$ cat src/rtl/spram_fifo_ctrl_pkg.sv
// Shared defaults, depth helper and RAM-port operation encoding for the
// single-port-RAM FIFO controller.
package spram_fifo_ctrl_pkg;

  localparam int DATA_WIDTH_DEF = 8;
  localparam int ADDR_WIDTH_DEF = 4;

  typedef enum logic [1:0] {
    RAM_IDLE = 2'd0,
    RAM_WR   = 2'd1,
    RAM_RD   = 2'd2
  } ram_op_e;

  function automatic int depth_of(input int addr_width);
    return 32'sd1 << addr_width;
  endfunction

endpackage

$ cat src/rtl/single_port_ram.sv
// Single-port RAM: one shared address, registered read data that only
// updates on non-write cycles.
module single_port_ram #(
  parameter int data_width = 8,
  parameter int addr_width = 4
) (
  input  logic                  clk,
  input  logic                  wr,
  input  logic [addr_width-1:0] addr,
  input  logic [data_width-1:0] din,
  output logic [data_width-1:0] dout
);

  logic [data_width-1:0] mem [2**addr_width];

  // Write on wr, otherwise register the addressed word onto dout
  always_ff @(posedge clk) begin
    if (wr) begin
      mem[addr] <= din;
    end else begin
      dout <= mem[addr];
    end
  end

endmodule

$ cat src/rtl/spram_fifo_ctrl.sv
// Valid/ready FIFO around a single-port RAM: arbitrates the port between
// pushes and prefetch reads, with an output head register and empty bypass.
module spram_fifo_ctrl
  import spram_fifo_ctrl_pkg::*;
#(
  parameter int DATA_WIDTH = DATA_WIDTH_DEF,
  parameter int ADDR_WIDTH = ADDR_WIDTH_DEF
) (
  input  logic                  i_clk,
  input  logic                  i_rst,
  input  logic                  i_in_valid,
  input  logic [DATA_WIDTH-1:0] i_in_data,
  output logic                  o_in_ready,
  output logic                  o_out_valid,
  output logic [DATA_WIDTH-1:0] o_out_data,
  input  logic                  i_out_ready,
  output logic [ADDR_WIDTH:0]   o_count,
  output logic                  o_full,
  output logic                  o_empty
);

  localparam int                DEPTH   = depth_of(ADDR_WIDTH);
  localparam logic [ADDR_WIDTH:0] C_DEPTH = DEPTH[ADDR_WIDTH:0];
  localparam logic [ADDR_WIDTH:0] C_ZERO  = {(ADDR_WIDTH+1){1'b0}};

  logic [ADDR_WIDTH-1:0] r_wr_ptr;
  logic [ADDR_WIDTH-1:0] r_rd_ptr;
  logic [ADDR_WIDTH:0]   r_ram_count;
  logic [ADDR_WIDTH:0]   r_count;
  logic                  r_rd_pending;
  logic                  r_out_valid;
  logic [DATA_WIDTH-1:0] r_out_data;

  logic                  w_pop;
  logic                  w_slot_free;
  logic                  w_read_issue;
  logic                  w_in_ready;
  logic                  w_push;
  logic                  w_bypass;
  logic                  w_ram_wr;
  logic [ADDR_WIDTH-1:0] w_ram_addr;
  logic [DATA_WIDTH-1:0] w_ram_dout;
  ram_op_e               w_ram_op;

  assign w_pop        = r_out_valid & i_out_ready;
  assign w_slot_free  = ~r_out_valid | w_pop;
  assign w_read_issue = (r_ram_count != C_ZERO) & ~r_rd_pending & w_slot_free;
  assign w_in_ready   = ~w_read_issue & (r_ram_count != C_DEPTH);
  assign w_push       = i_in_valid & w_in_ready;
  // Bypass only when nothing older sits in the RAM or in flight
  assign w_bypass     = w_push & (r_ram_count == C_ZERO) & ~r_rd_pending & w_slot_free;

  // Port arbitration: reads win over writes
  always_comb begin
    w_ram_op = RAM_IDLE;
    if (w_read_issue) begin
      w_ram_op = RAM_RD;
    end else if (w_push && !w_bypass) begin
      w_ram_op = RAM_WR;
    end else begin
      w_ram_op = RAM_IDLE;
    end
  end

  assign w_ram_wr   = (w_ram_op == RAM_WR);
  assign w_ram_addr = w_ram_wr ? r_wr_ptr : r_rd_ptr;

  single_port_ram #(
    .data_width (DATA_WIDTH),
    .addr_width (ADDR_WIDTH)
  ) u_ram (
    .clk  (i_clk),
    .wr   (w_ram_wr),
    .addr (w_ram_addr),
    .din  (i_in_data),
    .dout (w_ram_dout)
  );

  // Pointers, occupancy and read-in-flight tracking
  always_ff @(posedge i_clk) begin
    if (i_rst) begin
      r_wr_ptr     <= {ADDR_WIDTH{1'b0}};
      r_rd_ptr     <= {ADDR_WIDTH{1'b0}};
      r_ram_count  <= C_ZERO;
      r_count      <= C_ZERO;
      r_rd_pending <= 1'b0;
    end else begin
      r_rd_pending <= w_read_issue;
      if (w_read_issue) begin
        r_rd_ptr <= r_rd_ptr + 1'b1;
      end
      if (w_ram_wr) begin
        r_wr_ptr <= r_wr_ptr + 1'b1;
      end
      case ({w_read_issue, w_ram_wr})
        2'b10:   r_ram_count <= r_ram_count - 1'b1;
        2'b01:   r_ram_count <= r_ram_count + 1'b1;
        default: r_ram_count <= r_ram_count;
      endcase
      case ({w_push, w_pop})
        2'b10:   r_count <= r_count + 1'b1;
        2'b01:   r_count <= r_count - 1'b1;
        default: r_count <= r_count;
      endcase
    end
  end

  // Head register: RAM read result, bypassed input, or drained by a pop
  always_ff @(posedge i_clk) begin
    if (i_rst) begin
      r_out_valid <= 1'b0;
      r_out_data  <= {DATA_WIDTH{1'b0}};
    end else if (r_rd_pending) begin
      r_out_valid <= 1'b1;
      r_out_data  <= w_ram_dout;
    end else if (w_bypass) begin
      r_out_valid <= 1'b1;
      r_out_data  <= i_in_data;
    end else if (w_pop) begin
      r_out_valid <= 1'b0;
    end else begin
      r_out_valid <= r_out_valid;
    end
  end

  assign o_in_ready  = w_in_ready;
  assign o_out_valid = r_out_valid;
  assign o_out_data  = r_out_data;
  assign o_count     = r_count;
  assign o_full      = (r_ram_count == C_DEPTH);
  assign o_empty     = (r_count == C_ZERO);

endmodule
$ cat config.mk
export PLATFORM = sky130hd
export DESIGN_NAME = spram_fifo_ctrl
export DESIGN_NICKNAME = d
export VERILOG_FILES = /design/src/rtl/spram_fifo_ctrl_pkg.sv /design/src/rtl/single_port_ram.sv /design/src/rtl/spram_fifo_ctrl.sv
export SDC_FILE = /design/constraint.sdc
export NUM_CORES = 1
export LEC_CHECK = 0
export ABC_AREA = 1
export ABC_CLOCK_PERIOD_IN_PS = 2700
export BUFFER_PORTS_ARGS = -buffer_cell sky130_fd_sc_hd__buf_4
export CAP_MARGIN = 20
export CELL_PAD_IN_SITES_DETAIL_PLACEMENT = 0
export CELL_PAD_IN_SITES_GLOBAL_PLACEMENT = 2
export CORE_ASPECT_RATIO = 0.9
export CORE_MARGIN = 10
export CORE_UTILIZATION = 36
export CTS_CLUSTER_DIAMETER = 50
export DETAILED_ROUTE_END_ITERATION = 8
export HOLD_SLACK_MARGIN = 0.02
export PLACE_DENSITY_LB_ADDON = 0.1
export REMOVE_ABC_BUFFERS = 1
export SYNTH_ARGS = -nofsm -noshare
export SYNTH_HDL_FRONTEND = slang
export SYNTH_HIERARCHICAL = 1
export SYNTH_SLANG_ARGS = --single-unit
export TNS_END_PERCENT = 50
$ cat constraint.sdc
create_clock -name i_clk -period 2.7 [get_ports i_clk]
set_input_delay 0.675 -clock i_clk [delete_from_list [all_inputs] [get_ports i_clk]]
set_output_delay 0.675 -clock i_clk [all_outputs]
set_load 0.02 [all_outputs]
==> impl_metrics.ini, run 1 <==
[pwr]
p_sw_share_pct = 36.9
pwr-share-clk_pct = 28.7
powerDensity_nw_per_um2 = 1100
p_int_mw = 5.96
power_mw = 9.44
ir_worst_vdd_uv = 486
switchingPower_mw = 3.48
combPwrFrac_pct = 37.0
pwr-share-seq_pct = 34.2
p_leak_nw = 3.77

[timing]
fin_crit_sh_pct = 90.6
fmax_mhz = 409
finClkSkew_ns = 0.0141
setup_viol = 0
maxSlewViolCount = 0
slew_headroom_pct = 58.4
finalCriticalPeriod_ns = 2.44
hold_ws_ns = 0.487
rsz0062_at_grt = true
worstMarginPinSlew_ns = 0.624
hold_viol_final = 0
fin_ws_ns = 0.255

[critical_path]
critPathArrivalTime_ns = 2.81
critPathCaptureType = flop
cp_cell_sequence = nor2_2, nand2_2, nor2_1, inv_1, nand2_1, inv_1, nor2_2, nand2_1, ha_2, ha_1, a21o_1, a31oi_1, xor2_1, nand2_1, a21oi_1
slowest_stage = dfxtp_1
cp_common_cell = nand2_1
path_class = flop to flop
crit_required_ns = 3.06
slowest_delay_ns = 0.34
crit_fanout = 5
cp-start-kind = flop

[layout]
seq_area_sq_um = 4640
final_cells = 1085
final_cell_mix = 389 x nand2_1, 136 x edfxtp_1, 68 x buf_4
fin_nets = 842
antenna_cells = 0
layout-drive-gt1-share_pct = 14.0
area_growth_pct = 19.8
layout_commonest_cell = nand2_1
fill_cells = 1892
final_util_pct = 44.3
multi_input_area_sq_um = 2190

[detailed_routing]
vias = 5039
drt_pass1_iterations = 5
ant_nets = 0
via_per_inst = 4.64
drt-initial-drc-count = 447
routed_wl_um = 18000
wl_per_cell_um = 16.6
drc = 0

[global_routing]
grt_usage_pct = 14.2
grt_overflow = 0
antenna_found_initial = 0
grt_pass1_wl_um = 28400
grt_start_max_net_pins = 35
grt_pass1_vias = 5007

[logic_synthesis]
netlist_area_sq_um = 7180
ys_seq_area_share_pct = 64.7
yosys_warnings = 6
synthCells = 761
synthDistinctLibCells = 28
yosysTopAreaCellShare_pct = 56.9
ys_ff_latch = 164
synthFlopType = edfxtp_1
synth_largest_area_cell = edfxtp_1
async_reset_ff_share_pct = 0
netlist_top_cells_area = edfxtp_1 57%, nand2_1 20%, dfxtp_1 7.8%, inv_1 2.7%, nor2_1 1.9%
synth.avg_cell_area_sq_um = 9.43
synth-edff-count = 136

[clock_tree]
numCtsBuffers = 17
cts_tree = done
ctsResizeCount = 0
clockBufferDepth = 2
clk_pin_slew_ns = 0.07
clkLatencyLatePin_ns = 0.43
htreeDepth = 4
cts_setup_buffers = 0
postCtsHoldBufs = 0
cts_num_sinks = 164
root_buffer = clkbuf_16

[die]
die_h_um = 154
io_pins = 29
rows = 48
die_area_sq_um = 26000
core-area_sq_um = 19400
die_w_um = 169
start_util_pct = 37.0

[run_status]
status = completed

[place]
gp_congestion = 0.784
dp_hpwl_um = 12400
dpl_worst_slack_ns = -0.114
io_buffer_count = 28
dp.cells = 1053

[hold_path]
min_path_type = flop to flop

[flow_run]
cap_viol_max_count = 0
-- layout make-up --
class	count	area share [%]
flip-flops and latches	164	54.0
multi-input cells	514	25.5
repair buffers	72	6.86
clock buffers	17	4.94
well taps	250	3.64
clock inverters	15	2.78
inverters	53	2.31
-- layer usage --
metal | share of wire [%] | wire [um] | up-vias | track usage [%]
met3 | 3.1 | 551 | 13 | 2.91
met2 | 45 | 8170 | 69 | 21.6
met1 | 51 | 9100 | 2384 | 19.6
met4 | 0.98 | 176 | 0 | 5.01
li1 | - | - | 2573 | -
met5 | 0 | 0 | - | 0
-- power by group through the flow --
stage	clock [mW]	sequential, mW	combinational, mW
floorplan	0	3.36	2.05
global placement	0	3.29	3.52
detailed placement	0	3.29	3.51
CTS	2.77	3.24	3.53
global route	2.87	3.27	3.98
finish	2.71	3.23	3.50
-- critical path, delay by kind of cell (launching register included) --
kind                       cells  cell delay [ns]
AOI/OAI and AO/OA              3             0.52
xor gates and xnor gates       1             0.17
DFF                            1             0.34
buffers and inverters          2             0.11
and+or+nand+nor                7             0.68
adders and majority gates      2             0.55
-- registers in the layout, indices dropped and copies added, names as in the netlist --
signal / flops
o_count: 5
o_out_data: 8
o_out_valid: 1
r_ram_count: 5
r_rd_pending: 1
r_rd_ptr: 4
r_wr_ptr: 4
u_ram/dout: 8
u_ram/mem: 128
-- synth_stat cells, types with 3 or more instances --
master,n
nand2_1,389
edfxtp_1,136
inv_1,51
nor2_1,36
dfxtp_1,28
o21ai_0,25
buf_2,16
a21oi_1,14
nand3_1,12
a31oi_1,11
buf_4,7
ha_1,7
clkbuf_1,6
nor3_1,3
xnor2_1,3
-- metrics by stage --
step                instance area (sq um)  TNS (ns)
floorplan                            7010   -361.36
global placement                     7930   -0.0136
detailed placement                   7930    -0.179
CTS                                  8600         0
global route                         8600  -0.00283
finish                               8600         0
-- cells by family (layout without fill, tap and decap cells) --
| logic type | Yosys count | after routing | share of synthesized area, % |
|---|---|---|---|
| buf+inv | 83 | 157 | 5.09 |
| flops | 164 | 164 | 64.7 |
| fa+ha+maj | 8 | 8 | 1.50 |
| xor+xnor | 5 | 5 | 0.610 |
| simple gates | 448 | 448 | 24.1 |
| compound gates | 53 | 53 | 4.06 |
-- worst paths after layout --
path                                             startpoint                        to  slack [ns]  cells after the start
worst max-delay path            r_ram_count[2]$_SDFFE_PP0P_   o_count[4]$_SDFFE_PP0P_        0.26                     15
worst min-delay path               r_rd_ptr[2]$_SDFFE_PP0P_  r_rd_ptr[2]$_SDFFE_PP0P_        0.49                      1
worst max register to register  r_ram_count[2]$_SDFFE_PP0P_   o_count[4]$_SDFFE_PP0P_        0.26                     15
worst min register to register     r_rd_ptr[2]$_SDFFE_PP0P_  r_rd_ptr[2]$_SDFFE_PP0P_        0.49                      1
Note: power is estimated with default switching activity, not from simulation.
==> run 2, diff against run 1 <==
--- a/config.mk
+++ b/config.mk
@@ -17,7 +17,7 @@
 export CTS_CLUSTER_DIAMETER = 50
 export DETAILED_ROUTE_END_ITERATION = 8
 export HOLD_SLACK_MARGIN = 0.02
-export PLACE_DENSITY_LB_ADDON = 0.1
+export PLACE_DENSITY_LB_ADDON = 0.15
 export REMOVE_ABC_BUFFERS = 1
 export SYNTH_ARGS = -nofsm -noshare
 export SYNTH_HDL_FRONTEND = slang
==> impl_metrics.ini, run 2 (synthesis gave the netlist of run 1 again) <==
[run_status]
status = completed

[die]
die_w_um = 169
core-area_sq_um = 19400
io_pins = 29
die_area_sq_um = 26000
die_h_um = 154
start_util_pct = 37.0
rows = 48

[detailed_routing]
wl_per_cell_um = 16.5
vias = 5063
drt_pass1_iterations = 4
via_per_inst = 4.65
drt-initial-drc-count = 315
drc = 0
routed_wl_um = 17900
ant_nets = 0

[clock_tree]
clockBufferDepth = 2
cts_num_sinks = 164
root_buffer = clkbuf_16
cts_setup_buffers = 0
postCtsHoldBufs = 0
numCtsBuffers = 17
clk_pin_slew_ns = 0.07
htreeDepth = 4
cts_tree = done
clkLatencyLatePin_ns = 0.42

[global_routing]
grt_start_max_net_pins = 34
antenna_found_initial = 0
grt_pass1_wl_um = 28200
grt_usage_pct = 14.0
grt_pass1_vias = 4999
grt_overflow = 0

[pwr]
p_leak_nw = 3.76
power_mw = 9.22
powerDensity_nw_per_um2 = 1080
ir_worst_vdd_uv = 414

[place]
io_buffer_count = 28
dp_hpwl_um = 12200
gp_congestion = 0.836
placed_cell_area_sq_um = 7950
dpl_worst_slack_ns = -0.0788

[flow_run]
cap_viol_max_count = 0

[timing]
hold_viol_final = 0
worstMarginPinSlew_ns = 0.668
slew_headroom_pct = 55.3
fin_crit_sh_pct = 91.4
finalCriticalPeriod_ns = 2.47
fmax_mhz = 405
hold_ws_ns = 0.490
fin_ws_ns = 0.231
rsz0062_at_grt = false
finalSetupTns_ns = 0
maxSlewViolCount = 0
finClkSkew_ns = 0.00702
setup_viol = 0

[critical_path]
crit_start = r_ram_count[0]$_SDFFE_PP0P_
cp_common_cell = buf_4
path_buf_inv = 4
r2r_slack_ns = 0.23
crit_required_ns = 2.84
cp-start-kind = flop
cp_cell_sequence = nor2_2, nand2_2, o211ai_4, buf_4, o21ai_2, clkinv_1, buf_12, nand3_1, nor2_1, buf_4
critPathTopFamily = buffers and inverters
slowest_delay_ns = 0.36
critPathArrivalTime_ns = 2.60
worstRegToRegCells = 10
worstReg2RegStart = r_ram_count[0]$_SDFFE_PP0P_
regToRegEndpoint = u_ram/mem[5][5]$_DFFE_PP_
critPathCaptureType = flop
path_depth = 10
path_class = flop to flop
slowest_stage = dfxtp_1
endpoint = u_ram/mem[5][5]$_DFFE_PP_
crit_fanout = 25

[hold_path]
hold_depth = 2
min_path_type = primary input to flop

[layout]
antenna_cells = 0
layout-drive-gt1-share_pct = 14.3
final_cell_mix = 389 x nand2_1, 136 x edfxtp_1, 71 x buf_4
area_growth_pct = 19.3
fin_nets = 845
multi_input_area_sq_um = 2200
largest_reg_flops = 128
layout_commonest_cell = nand2_1
fin_area_sq_um = 8570
regMostFlops = u_ram/mem
fill_cells = 1881
seq_area_sq_um = 4640
-- run 2: cell type report --
cell class / count / share of cell area, %
clock buffer: 17 / 4.97
clock inverter: 15 / 1.97
sequential: 164 / 54.2
multi-input combinational: 514 / 25.7
timing repair buffer: 75 / 7.16
tap: 250 / 3.65
inverter: 53 / 2.32
-- run 2: routing by layer --
layer,track usage (%),share of wire (%),vias up
met2,21.7,45,94
met3,3.49,4.3,15
li1,-,-,2578
met4,3.65,1.1,0
met5,0,0,-
met1,19.2,49,2376
-- run 2: how the worst min path moves through the flow --
stage / endpoint / start / slack [ns]
6_report: o_count[4]$_SDFFE_PP0P_ / i_rst / 0.49
5_1_grt: o_count[4]$_SDFFE_PP0P_ / i_rst / 0.48
4_1_cts: o_count[4]$_SDFFE_PP0P_ / i_rst / 0.47
3_5_place_dp: r_wr_ptr[2]$_SDFFE_PP0N_ / r_wr_ptr[2]$_SDFFE_PP0N_ / 0.49
3_3_place_gp: r_rd_ptr[2]$_SDFFE_PP0P_ / r_rd_ptr[2]$_SDFFE_PP0P_ / 0.47
2_1_floorplan: r_rd_ptr[2]$_SDFFE_PP0P_ / r_rd_ptr[2]$_SDFFE_PP0P_ / 0.44
-- run 2: worst reg2reg max path, delay by kind of cell (launching register included) --
family	cells	cell delay, ns
buffers and inverters	4	0.74
AO/OA/AOI/OAI	2	0.39
AND/OR/NAND/NOR	4	0.68
flip-flops	1	0.36
-- run 2: timing repair --
item | CTS | global route
setup endpoints to repair | 0 | 48
endpoints found under the hold margin | 0 | 0
resized for setup | 0 | 5
-- run 2: report_power, final --
group | leakage (nW) | internal, mW | switching (mW)
Sequential | 1.47 | 3.06 | 0.171
Clock | 0.297 | 1.39 | 1.05
Combinational | 1.99 | 1.28 | 2.27
Total | 3.76 | 5.73 | 3.49
-- run 2: through the flow --
step	util, %	std cells
final	44.2	1088
after global routing	44.2	1088
after CTS	44.1	1088
after detailed placement	41.0	1056
after global placement	41.0	1056
after floorplan	-	731
==> run 3, diff against run 2 <==
--- a/config.mk
+++ b/config.mk
@@ -12,7 +12,7 @@
 export CELL_PAD_IN_SITES_DETAIL_PLACEMENT = 0
 export CELL_PAD_IN_SITES_GLOBAL_PLACEMENT = 2
 export CORE_ASPECT_RATIO = 0.9
-export CORE_MARGIN = 10
+export CORE_MARGIN = 2
 export CORE_UTILIZATION = 36
 export CTS_CLUSTER_DIAMETER = 50
 export DETAILED_ROUTE_END_ITERATION = 8
==> impl_metrics.ini, run 3 (synthesis gave the netlist of run 1 again) <==
[run_status]
status = completed

[critical_path]
critPathTopFamily = simple AND/OR/NAND/NOR gates
path_depth = 15
cp-start-kind = flop
endpoint = o_count[3]$_SDFFE_PP0P_
path_class = flop to flop
r2r_slack_ns = 0.29
path_buf_inv = 3
crit_start = r_ram_count[2]$_SDFFE_PP0P_
regToRegEndpoint = o_count[3]$_SDFFE_PP0P_
critPathArrivalTime_ns = 2.74
slowest_stage = dfxtp_1
worstReg2RegStart = r_ram_count[2]$_SDFFE_PP0P_
critPathCaptureType = flop
cp_common_cell = inv_1
cp_cell_sequence = nor2_2, nand2_2, nor2_1, inv_1, nand2_1, inv_1, nor2_1, nand2_1, ha_2, ha_1, a21o_1, a31oi_1, xnor2_1, o21ai_0, inv_1
crit_fanout = 4
worstRegToRegCells = 15
crit_required_ns = 3.03
slowest_delay_ns = 0.34

[timing]
rsz0062_at_grt = false
finClkSkew_ns = 0.0147
hold_ws_ns = 0.481
hold_viol_final = 0
setup_viol = 0
maxSlewViolCount = 0
fin_crit_sh_pct = 89.4
slew_headroom_pct = 59.2
finalCriticalPeriod_ns = 2.41
worstMarginPinSlew_ns = 0.611
fmax_mhz = 414

[detailed_routing]
wl_per_cell_um = 16.5
routed_wl_um = 17900
drt-initial-drc-count = 306
drc = 0
vias = 5088
via_per_inst = 4.67
ant_nets = 0
drt_pass1_iterations = 4

[layout]
layout_commonest_cell = nand2_1
fin_nets = 847
fill_cells = 1907
final_cell_mix = 389 x nand2_1, 136 x edfxtp_1, 75 x buf_4
regMostFlops = u_ram/mem
largest_reg_flops = 128
area_growth_pct = 18.2
layout-drive-gt1-share_pct = 14.4
antenna_cells = 0

[die]
core-area_sq_um = 19300
io_pins = 29
die_area_sq_um = 21100
start_util_pct = 37.1
die_w_um = 153
die_h_um = 138
rows = 48

[global_routing]
grt_overflow = 0
grt_start_max_net_pins = 33
grt_usage_pct = 17.9
grt_pass1_vias = 5093
antenna_found_initial = 0
grt_pass1_wl_um = 28400

[pwr]
p_leak_nw = 3.72
power_mw = 8.93
ir_worst_vdd_uv = 515
powerDensity_nw_per_um2 = 1050

[hold_path]
min_path_type = primary input to flop

[clock_tree]
htreeDepth = 4
cts_setup_buffers = 0
numCtsBuffers = 17
clockBufferDepth = 2
cts_tree = done
clk_pin_slew_ns = 0.07
cts_num_sinks = 164
clkLatencyLatePin_ns = 0.43
root_buffer = clkbuf_16

[place]
io_buffer_count = 28
gp_congestion = 0.790
dp_hpwl_um = 12000

[flow_run]
cap_viol_max_count = 0
run 3: cell count changes in the layout (fill, tap and decap cells not counted), moves of 2 or more:
cell       change
buf_12         -2
buf_4          +4
bufinv_16      -2
clkinv_2       +3
clkinv_4       +3
inv_6          -3
inv_8          -2
run 3: worst min-delay path by stage:
stage,start,end,slack (ns),cells after the start
2_1_floorplan,r_rd_ptr[2]$_SDFFE_PP0P_,r_rd_ptr[2]$_SDFFE_PP0P_,0.44,1
3_3_place_gp,r_rd_ptr[2]$_SDFFE_PP0P_,r_rd_ptr[2]$_SDFFE_PP0P_,0.46,1
3_5_place_dp,r_rd_ptr[2]$_SDFFE_PP0P_,r_rd_ptr[2]$_SDFFE_PP0P_,0.48,1
4_1_cts,i_rst,o_count[4]$_SDFFE_PP0P_,0.47,2
5_1_grt,i_rst,r_wr_ptr[0]$_SDFFE_PP0N_,0.48,2
6_report,i_rst,o_count[4]$_SDFFE_PP0P_,0.48,2
run 3: per-layer routing:
metal  wire length (um)  vias to the layer above  track usage (%)
li1                   -                     2580                -
met5                  0                        -                0
met2               8020                       70             28.9
met3                569                       10             3.75
met4                139                        0             4.01
met1               9200                     2428             25.2
run 3: what timing repair did:
item / CTS / global route
hold buffers: 0 / 0
setup endpoints to repair: 0 / 10
gates resized for setup: 0 / 3
run 3: worst register-to-register path: cells and delay by family (launching register included):
family	cells	cell delay, ns
and+or+nand+nor	6	0.66
adders and majority gates	2	0.55
AOI/OAI and AO/OA	3	0.51
DFF	1	0.34
buffers and inverters	3	0.15
xor gates and xnor gates	1	0.09
run 3: cell type report:
cell class	count	area (sq um)	area share [%]
flip-flops and latches	164	4640	54.7
repair buffers	77	603	7.11
well taps	250	313	3.69
clock inverters	14	105	1.24
inverters	53	199	2.34
clock buffers	18	429	5.06
multi-input cells	514	2190	25.8
run 3: per-stage QoR:
step	TNS (ns)	worst slack (ns)	utilization (%)	std cells	instance area, sq um
after global routing	0	0.00225	43.9	1090	8490
after floorplan	-361.36	-2.89	-	731	7010
after detailed placement	-2.11	-0.0490	41.1	1058	7940
after CTS	0	0.0973	43.8	1090	8480
final	0	0.286	43.9	1090	8490
after global placement	-0.485	-0.0213	41.1	1058	7940
run 3: report_power, final:
part / internal (mW) / total [mW] / switching, mW
logic: 1.23 / 3.50 / 2.27
clock network: 1.19 / 2.21 / 1.02
registers: 3.06 / 3.22 / 0.160
